[src/rtl/discferret_pkg.sv]
// Shared definitions for the DiscFerret write path.
//   dw_state_t    : disc_writer FSM states
//   END_OF_STREAM : timing byte that terminates a stream
//   PULSE_FLAG    : bit index in a timing byte requesting a write pulse
//   byte_delay()  : tick delay carried by a timing byte
//   byte_pulse()  : pulse request carried by a timing byte
package discferret_pkg;

    typedef enum logic [2:0] {
        ST_IDLE,
        ST_IDXWAIT,
        ST_FETCH,
        ST_LATCH,
        ST_COUNT,
        ST_PULSE,
        ST_FINISH
    } dw_state_t;

    localparam logic [7:0]  END_OF_STREAM = 8'h00;
    localparam int unsigned PULSE_FLAG    = 7;

    function automatic logic [6:0] byte_delay(input logic [7:0] b);
        return b[6:0];
    endfunction

    function automatic logic byte_pulse(input logic [7:0] b);
        return b[PULSE_FLAG];
    endfunction

endpackage

[src/rtl/dw_pulse_gen.sv]
// Fixed-width write pulse generator for disc_writer.
//   clock   : system clock
//   reset   : asynchronous active-low reset
//   clear   : synchronous cancel of any pulse in progress
//   trigger : start a pulse of PULSE_W clocks
//   pulse   : registered pulse output (drive WRITE DATA)
//   busy    : high while the pulse has further cycles after the current one
module dw_pulse_gen #(
    parameter int unsigned PULSE_W = 4
) (
    input  logic clock,
    input  logic reset,
    input  logic clear,
    input  logic trigger,
    output logic pulse,
    output logic busy
);

    localparam int unsigned CW = (PULSE_W > 1) ? $clog2(PULSE_W) : 1;

    logic [CW-1:0] remain;

    always_ff @(posedge clock or negedge reset) begin
        if (!reset) begin
            pulse  <= 1'b0;
            remain <= '0;
        end else if (clear) begin
            pulse  <= 1'b0;
            remain <= '0;
        end else if (trigger) begin
            pulse  <= 1'b1;
            remain <= CW'(PULSE_W - 1);
        end else if (pulse) begin
            if (remain == '0) begin
                pulse <= 1'b0;
            end else begin
                remain <= remain - 1'b1;
            end
        end
    end

    // Low during the final pulse cycle so the caller can move on gap-free.
    assign busy = pulse && (remain != '0);

endmodule

[src/rtl/disc_writer.sv]
// Replays a timing stream from acquisition RAM onto the drive WRITE DATA /
// WRITE GATE lines. Each byte: b[6:0] = tick delay, b[7] = pulse at the end,
// 0x00 = end of stream.
//   clock, reset        : system clock, asynchronous active-low reset
//   tick                : timing-base enable
//   start, abort        : begin at address 0 / stop immediately
//   wait_index, fd_index: optionally wait for an index rising edge first
//   ram_addr, ram_rd    : RAM read port (data on ram_data the next cycle)
//   ram_data            : RAM read data
//   fd_write_gate       : drive WRITE GATE
//   fd_write_data       : drive WRITE DATA (PULSE_W-clock pulses)
//   busy, done          : activity flag / one-cycle normal-completion pulse
module disc_writer
    import discferret_pkg::*;
#(
    parameter int unsigned ADDR_W  = 19,
    parameter int unsigned PULSE_W = 4
) (
    input  logic              clock,
    input  logic              reset,
    input  logic              tick,
    input  logic              start,
    input  logic              abort,
    input  logic              wait_index,
    input  logic              fd_index,
    output logic [ADDR_W-1:0] ram_addr,
    output logic              ram_rd,
    input  logic [7:0]        ram_data,
    output logic              fd_write_gate,
    output logic              fd_write_data,
    output logic              busy,
    output logic              done
);

    dw_state_t         state, state_nxt;
    logic [ADDR_W-1:0] ram_addr_nxt;
    logic              ram_rd_nxt;
    logic              gate_nxt;
    logic              busy_nxt;
    logic              done_nxt;
    logic [6:0]        count, count_nxt;
    logic              pulse_flag, pulse_flag_nxt;
    logic [7:0]        hold, hold_nxt;
    logic              hold_valid, hold_valid_nxt;
    logic              at_end, at_end_nxt;
    logic              rd_d;
    logic              idx_prev;
    logic              pg_trigger;
    logic              pg_clear;
    logic              pg_busy;
    logic              load_held;
    logic              prefetch;
    logic [7:0]        held_byte;

    dw_pulse_gen #(
        .PULSE_W(PULSE_W)
    ) u_pulse (
        .clock  (clock),
        .reset  (reset),
        .clear  (pg_clear),
        .trigger(pg_trigger),
        .pulse  (fd_write_data),
        .busy   (pg_busy)
    );

    always_comb begin
        state_nxt      = state;
        ram_addr_nxt   = ram_addr;
        ram_rd_nxt     = 1'b0;
        gate_nxt       = fd_write_gate;
        busy_nxt       = busy;
        done_nxt       = 1'b0;
        count_nxt      = count;
        pulse_flag_nxt = pulse_flag;
        hold_nxt       = hold;
        hold_valid_nxt = hold_valid;
        at_end_nxt     = at_end;
        pg_trigger     = 1'b0;
        pg_clear       = 1'b0;
        load_held      = 1'b0;
        prefetch       = 1'b0;
        // The prefetched byte may be consumed in the same cycle it arrives.
        held_byte      = hold_valid ? hold : ram_data;

        // ram_addr always points at the next unread byte; a read at the top
        // address means no further byte exists.
        if (ram_rd) begin
            ram_addr_nxt = ram_addr + 1'b1;
            at_end_nxt   = (ram_addr == '1);
        end

        if (rd_d && (state == ST_COUNT || state == ST_PULSE)) begin
            hold_nxt       = ram_data;
            hold_valid_nxt = 1'b1;
        end

        case (state)
            ST_IDLE: begin
                if (start) begin
                    busy_nxt       = 1'b1;
                    ram_addr_nxt   = '0;
                    at_end_nxt     = 1'b0;
                    hold_valid_nxt = 1'b0;
                    if (wait_index) begin
                        state_nxt = ST_IDXWAIT;
                    end else begin
                        state_nxt  = ST_FETCH;
                        ram_rd_nxt = 1'b1;
                    end
                end
            end
            ST_IDXWAIT: begin
                if (fd_index && !idx_prev) begin
                    state_nxt  = ST_FETCH;
                    ram_rd_nxt = 1'b1;
                end
            end
            ST_FETCH: begin
                state_nxt = ST_LATCH;
            end
            ST_LATCH: begin
                if (ram_data == END_OF_STREAM) begin
                    state_nxt = ST_FINISH;
                end else begin
                    count_nxt      = byte_delay(ram_data);
                    pulse_flag_nxt = byte_pulse(ram_data);
                    gate_nxt       = 1'b1;
                    state_nxt      = ST_COUNT;
                    prefetch       = 1'b1;
                end
            end
            ST_COUNT: begin
                if (tick) begin
                    if (count == '0) begin
                        if (pulse_flag) begin
                            state_nxt  = ST_PULSE;
                            pg_trigger = 1'b1;
                        end else begin
                            load_held = 1'b1;
                        end
                    end else begin
                        count_nxt = count - 7'd1;
                    end
                end
            end
            ST_PULSE: begin
                if (!pg_busy) begin
                    load_held = 1'b1;
                end
            end
            ST_FINISH: begin
                gate_nxt  = 1'b0;
                busy_nxt  = 1'b0;
                done_nxt  = 1'b1;
                state_nxt = ST_IDLE;
            end
            default: begin
                state_nxt = ST_IDLE;
            end
        endcase

        if (load_held) begin
            if (held_byte == END_OF_STREAM) begin
                state_nxt = ST_FINISH;
            end else begin
                count_nxt      = byte_delay(held_byte);
                pulse_flag_nxt = byte_pulse(held_byte);
                state_nxt      = ST_COUNT;
                prefetch       = 1'b1;
            end
        end

        // Past the top address the stream ends as if 0x00 had been read.
        if (prefetch) begin
            if (at_end) begin
                hold_nxt       = END_OF_STREAM;
                hold_valid_nxt = 1'b1;
            end else begin
                ram_rd_nxt     = 1'b1;
                hold_valid_nxt = 1'b0;
            end
        end

        if (abort) begin
            state_nxt  = ST_IDLE;
            gate_nxt   = 1'b0;
            busy_nxt   = 1'b0;
            done_nxt   = 1'b0;
            ram_rd_nxt = 1'b0;
            pg_trigger = 1'b0;
            pg_clear   = 1'b1;
        end
    end

    always_ff @(posedge clock or negedge reset) begin
        if (!reset) begin
            state         <= ST_IDLE;
            ram_addr      <= '0;
            ram_rd        <= 1'b0;
            fd_write_gate <= 1'b0;
            busy          <= 1'b0;
            done          <= 1'b0;
            count         <= '0;
            pulse_flag    <= 1'b0;
            hold          <= '0;
            hold_valid    <= 1'b0;
            at_end        <= 1'b0;
            rd_d          <= 1'b0;
            idx_prev      <= 1'b0;
        end else begin
            state         <= state_nxt;
            ram_addr      <= ram_addr_nxt;
            ram_rd        <= ram_rd_nxt;
            fd_write_gate <= gate_nxt;
            busy          <= busy_nxt;
            done          <= done_nxt;
            count         <= count_nxt;
            pulse_flag    <= pulse_flag_nxt;
            hold          <= hold_nxt;
            hold_valid    <= hold_valid_nxt;
            at_end        <= at_end_nxt;
            rd_d          <= ram_rd;
            idx_prev      <= fd_index;
        end
    end

endmodule

[config.mk]
export PLATFORM = sky130hd
export DESIGN_NAME = disc_writer
export DESIGN_NICKNAME = d
export VERILOG_FILES = /design/src/rtl/discferret_pkg.sv /design/src/rtl/dw_pulse_gen.sv /design/src/rtl/disc_writer.sv
export SDC_FILE = /design/constraint.sdc
export NUM_CORES = 1
export LEC_CHECK = 0
export ABC_AREA = 1
export ABC_CLOCK_PERIOD_IN_PS = 3500
export CORE_MARGIN = 1.5
export CORE_UTILIZATION = 50
export DETAILED_ROUTE_END_ITERATION = 8
export PLACE_DENSITY = 0.73
export SYNTH_ARGS = -nofsm -noshare
export SYNTH_HDL_FRONTEND = slang
export SYNTH_SLANG_ARGS = --single-unit
[constraint.sdc]
create_clock -name clock -period 3.5 [get_ports clock]
set_input_delay 0.525 -clock clock [delete_from_list [all_inputs] [get_ports clock]]
set_output_delay 0.525 -clock clock [all_outputs]
set_load 0.01 [all_outputs]
==> key figures <==
Timing
  • Final hold vios: 0
  • Tightest Pin Transition: 1110 ps
  • Clock skew: 14.8 ps
  • F_max: 515 MHz
  • Max Transition Viols Final: 0
  • Setup TNS: 0 ps
  • Fin crit share: 55.5%
  • Fin crit period: 1940 ps
  • Relative slew slack: 26.1%
  • Final hold slack: 411 ps
  • RSZ-0062 raised after global routing: no
  • Final number of setup-violating endpoints: 0

Placement
  • Placer Congestion: 0.849
  • Placed cells: 518
  • Post-DP HPWL: 4.78 mm
  • IO Port Bufs: 38

Die
  • Cell Rows: 28
  • Initial Utilization: 51.4%
  • Die ar.: 6530 µm²
  • Placeable Area: 5890 µm²
  • Die Width: 80.8 µm
  • Chip height: 80.8 µm
  • Boundary pin count: 39

Routing
  • Routed len/inst: 12.3 µm
  • DRT Wirelength: 6.47 mm
  • Remaining antenna violation count: 0
  • Vias/cell: 4.91
  • DR iter-0 viols: 158
  • Drt pass-1 iters: 4
  • DR vias: 2581
  • DRC errors left: 0

Synth
  • YS warnings: 0
  • Ys flop type: dfrtp_1
  • Mean Syn Cell Area: 7.33 µm²
  • Netlist Area Pre-Place: 3030 µm²
  • Share of the synthesized area in the top cell type: 40.5%
  • Synth area leaders: dfrtp_1, nand2_1, inv_1
  • Leading area contributor after synthesis: dfrtp_1
  • Share of flip-flops with an asynchronous set or reset: 100%
  • Synthesized instance count: 413
  • Multiplexer share of the synthesized area: 0%
  • EDFF count, synth: 0
  • FF+latch count, synth: 49
  • Post-synthesis sequential area ratio: 40.5%
  • Xor/xnor share of the synthesized area: 2.31%
  • Library cells used by synthesis: 39
  • Largest family of logic cells by synthesized area: simple AND/OR/NAND/NOR gates
  • Post-Synth Adder-Cell Area: 1.65%
  • Synth Area in Simple Gates: 33.1%
  • Compound-cell area share of the yosys netlist: 11.2%
  • Syn nets: 432

Clock tree
  • Postcts setup bufs: 0
  • Max Root-Sink Buffers: 2
  • CTS Buf Count: 5
  • Post_cts resized: 0
  • Clk Latency, worst-skew pair: 310 ps
  • CTS tree: yes
  • CTS root buffer: clkbuf_8
  • CTS HTree Levels: 2
  • Reg clk slew, reported paths: 110 ps
  • Num Clock Sinks: 49
  • CTS Hold Bufs: 0

Power
  • Internal: 1.22 mW
  • Worst IR Drop VDD: 0.253 mV
  • Power share of the clock group: 23.0%
  • Switching share of power: 37.2%
  • Sw power: 0.720 mW
  • Pwr dens: 549 nW/µm²
  • Leak: 1.81 nW
  • Overall Power: 1.94 mW
  • Flop pwr share: 40.9%
  • Combinational fraction of design power: 36.1%

Global route
  • Vias in the first global route: 2497
  • GR Util met1: 28.6%
  • Met3 usage: 4.38%
  • Overflow after GRT: 0
  • Initial antenna violation count: 0
  • First-pass GRT wire length: 11.2 mm
  • Met2 usage: 36.7%
  • Largest net degree at the start of global routing: 50
  • GRT Max-Usage Layer: met2
  • GR Util All Layers: 22.1%

Cells and area
  • Fin nets: 469
  • Final std cells w/o fill: 526
  • Share of layout cells above drive strength 1: 9.09%
  • Final core occ: 60.0%
  • FILL cells: 572
  • Area grow syn2layout: 16.6%
  • Diode count: 0

Run status
  • Status: finished clean

Worst hold path
  • Hold/Removal Path Class: input pin to async pin

Critical path
  • CP endpoint kind: flip-flop
  • WS Path Type: flip-flop to flip-flop
  • Startpoint types: flip-flop
  • Maximum fanout along the worst path: 14
  • Critical Path RT: 3730 ps
  • Crit path DAT: 2170 ps

Run
  • # Max-Cap Violations: 0
power groups by stage:
stage                     logic, mW  registers, mW  clock network [mW]
final                         0.699          0.793               0.445
after CTS                     0.705          0.793               0.453
after global routing          0.815          0.818               0.478
after detailed placement      0.702          0.803                   0
after global placement        0.691          0.800                   0
after floorplan               0.554          0.784                   0
metrics by stage:
| stage | area, µm² | worst slack, ps |
|---|---|---|
| global placement | 3410 | 1440 |
| global route | 3530 | 1400 |
| finish | 3530 | 1560 |
| CTS | 3530 | 1560 |
| floorplan | 3030 | 1990 |
| detailed placement | 3410 | 1400 |
synth_stat cells, types with 2 or more instances:
cell and number:
nand2_1 122, inv_1 62, dfrtp_1 49, nor2_1 37, nand3_1 35, o21ai_0 23, a21oi_1 15, a21boi_2 8
nor2_2 8, nor3_1 5, ha_1 4, nand2_4 4, xnor2_1 4, xor2_1 4, buf_6 3, nand4_1 3
nand2_2 2, nand3b_1 2, nor2_4 2, or2_2 2
worst max-delay path, stage by stage, from the launching register on:
cell	delay (ps)
dfrtp_1	560
inv_1	130
nand2_1	100
inv_1	50
nand2_1	370
clkinv_1	370
nor3_1	270
sequential cells by signal, summed over array words and instances, names as in the netlist, 2 cells and up:
name / flops
ram_addr: 19
hold: 8
count: 7
state: 3
u_pulse.remain: 2
metal layers:
layer	wire length, µm	share of wire [%]	vias to the layer above
met5	0	0	-
met4	86	1.3	0
met3	183	2.8	7
met2	3140	49	35
met1	3060	47	1175
li1	-	-	1364
cell families (layout without fill, tap and decap cells):
kind of cell	after synthesis	after routing
flip-flops	49	49
buffers and inverters	73	111
AO/OA/AOI/OAI	53	53
adder cells (fa/ha/maj)	4	4
AND/OR/NAND/NOR	226	226
XOR/XNOR	8	8
placed cells by master (no fill, tap or decap), types with 2 or more instances in the layout:
cell             instances
inv_1                   62
nand2_2                  2
nand4_1                  3
xor2_1                   4
nor2_1                  37
clkbuf_8                 6
nand2_4                  4
or2_2                    2
nand3_1                 35
xnor2_1                  4
o21ai_0                 23
clkdlybuf4s50_1         37
a21oi_1                 15
dfrtp_1                 49
nor2_2                   8
nor3_1                   5
nand2_1                122
ha_1                     4
nand3b_1                 2
nor2_4                   2
a21boi_2                 8
layout make-up:
| class | count | area [µm²] | area share (%) |
|---|---|---|---|
| multi-input combinational | 291 | 1460 | 41.5 |
| inverter | 65 | 246 | 6.98 |
| sequential | 49 | 1230 | 34.7 |
| timing repair buffer | 38 | 375 | 10.6 |
| clock buffer | 6 | 82.6 | 2.34 |
| tap | 75 | 93.8 | 2.66 |
| clock inverter | 2 | 41.3 | 1.17 |
worst paths after layout:
check	slack, ps	to	startpoint	cells after the start
setup / recovery	1560	ram_addr[13]$_DFF_PN0_	state[2]$_DFFE_PN0P_	6
hold / removal	410	ram_addr[7]$_DFF_PN0_	reset	1
setup reg to reg	1560	ram_addr[13]$_DFF_PN0_	state[2]$_DFFE_PN0P_	6
hold reg to reg	510	u_pulse.remain[1]$_DFFE_PN0P_	u_pulse.remain[1]$_DFFE_PN0P_	2
max in group asynchronous	2390	count[4]$_DFF_PN0_	reset	1
min in group clock	510	u_pulse.remain[1]$_DFFE_PN0P_	u_pulse.remain[1]$_DFFE_PN0P_	2
No activity file was read; power rests on OpenSTA's default activity.
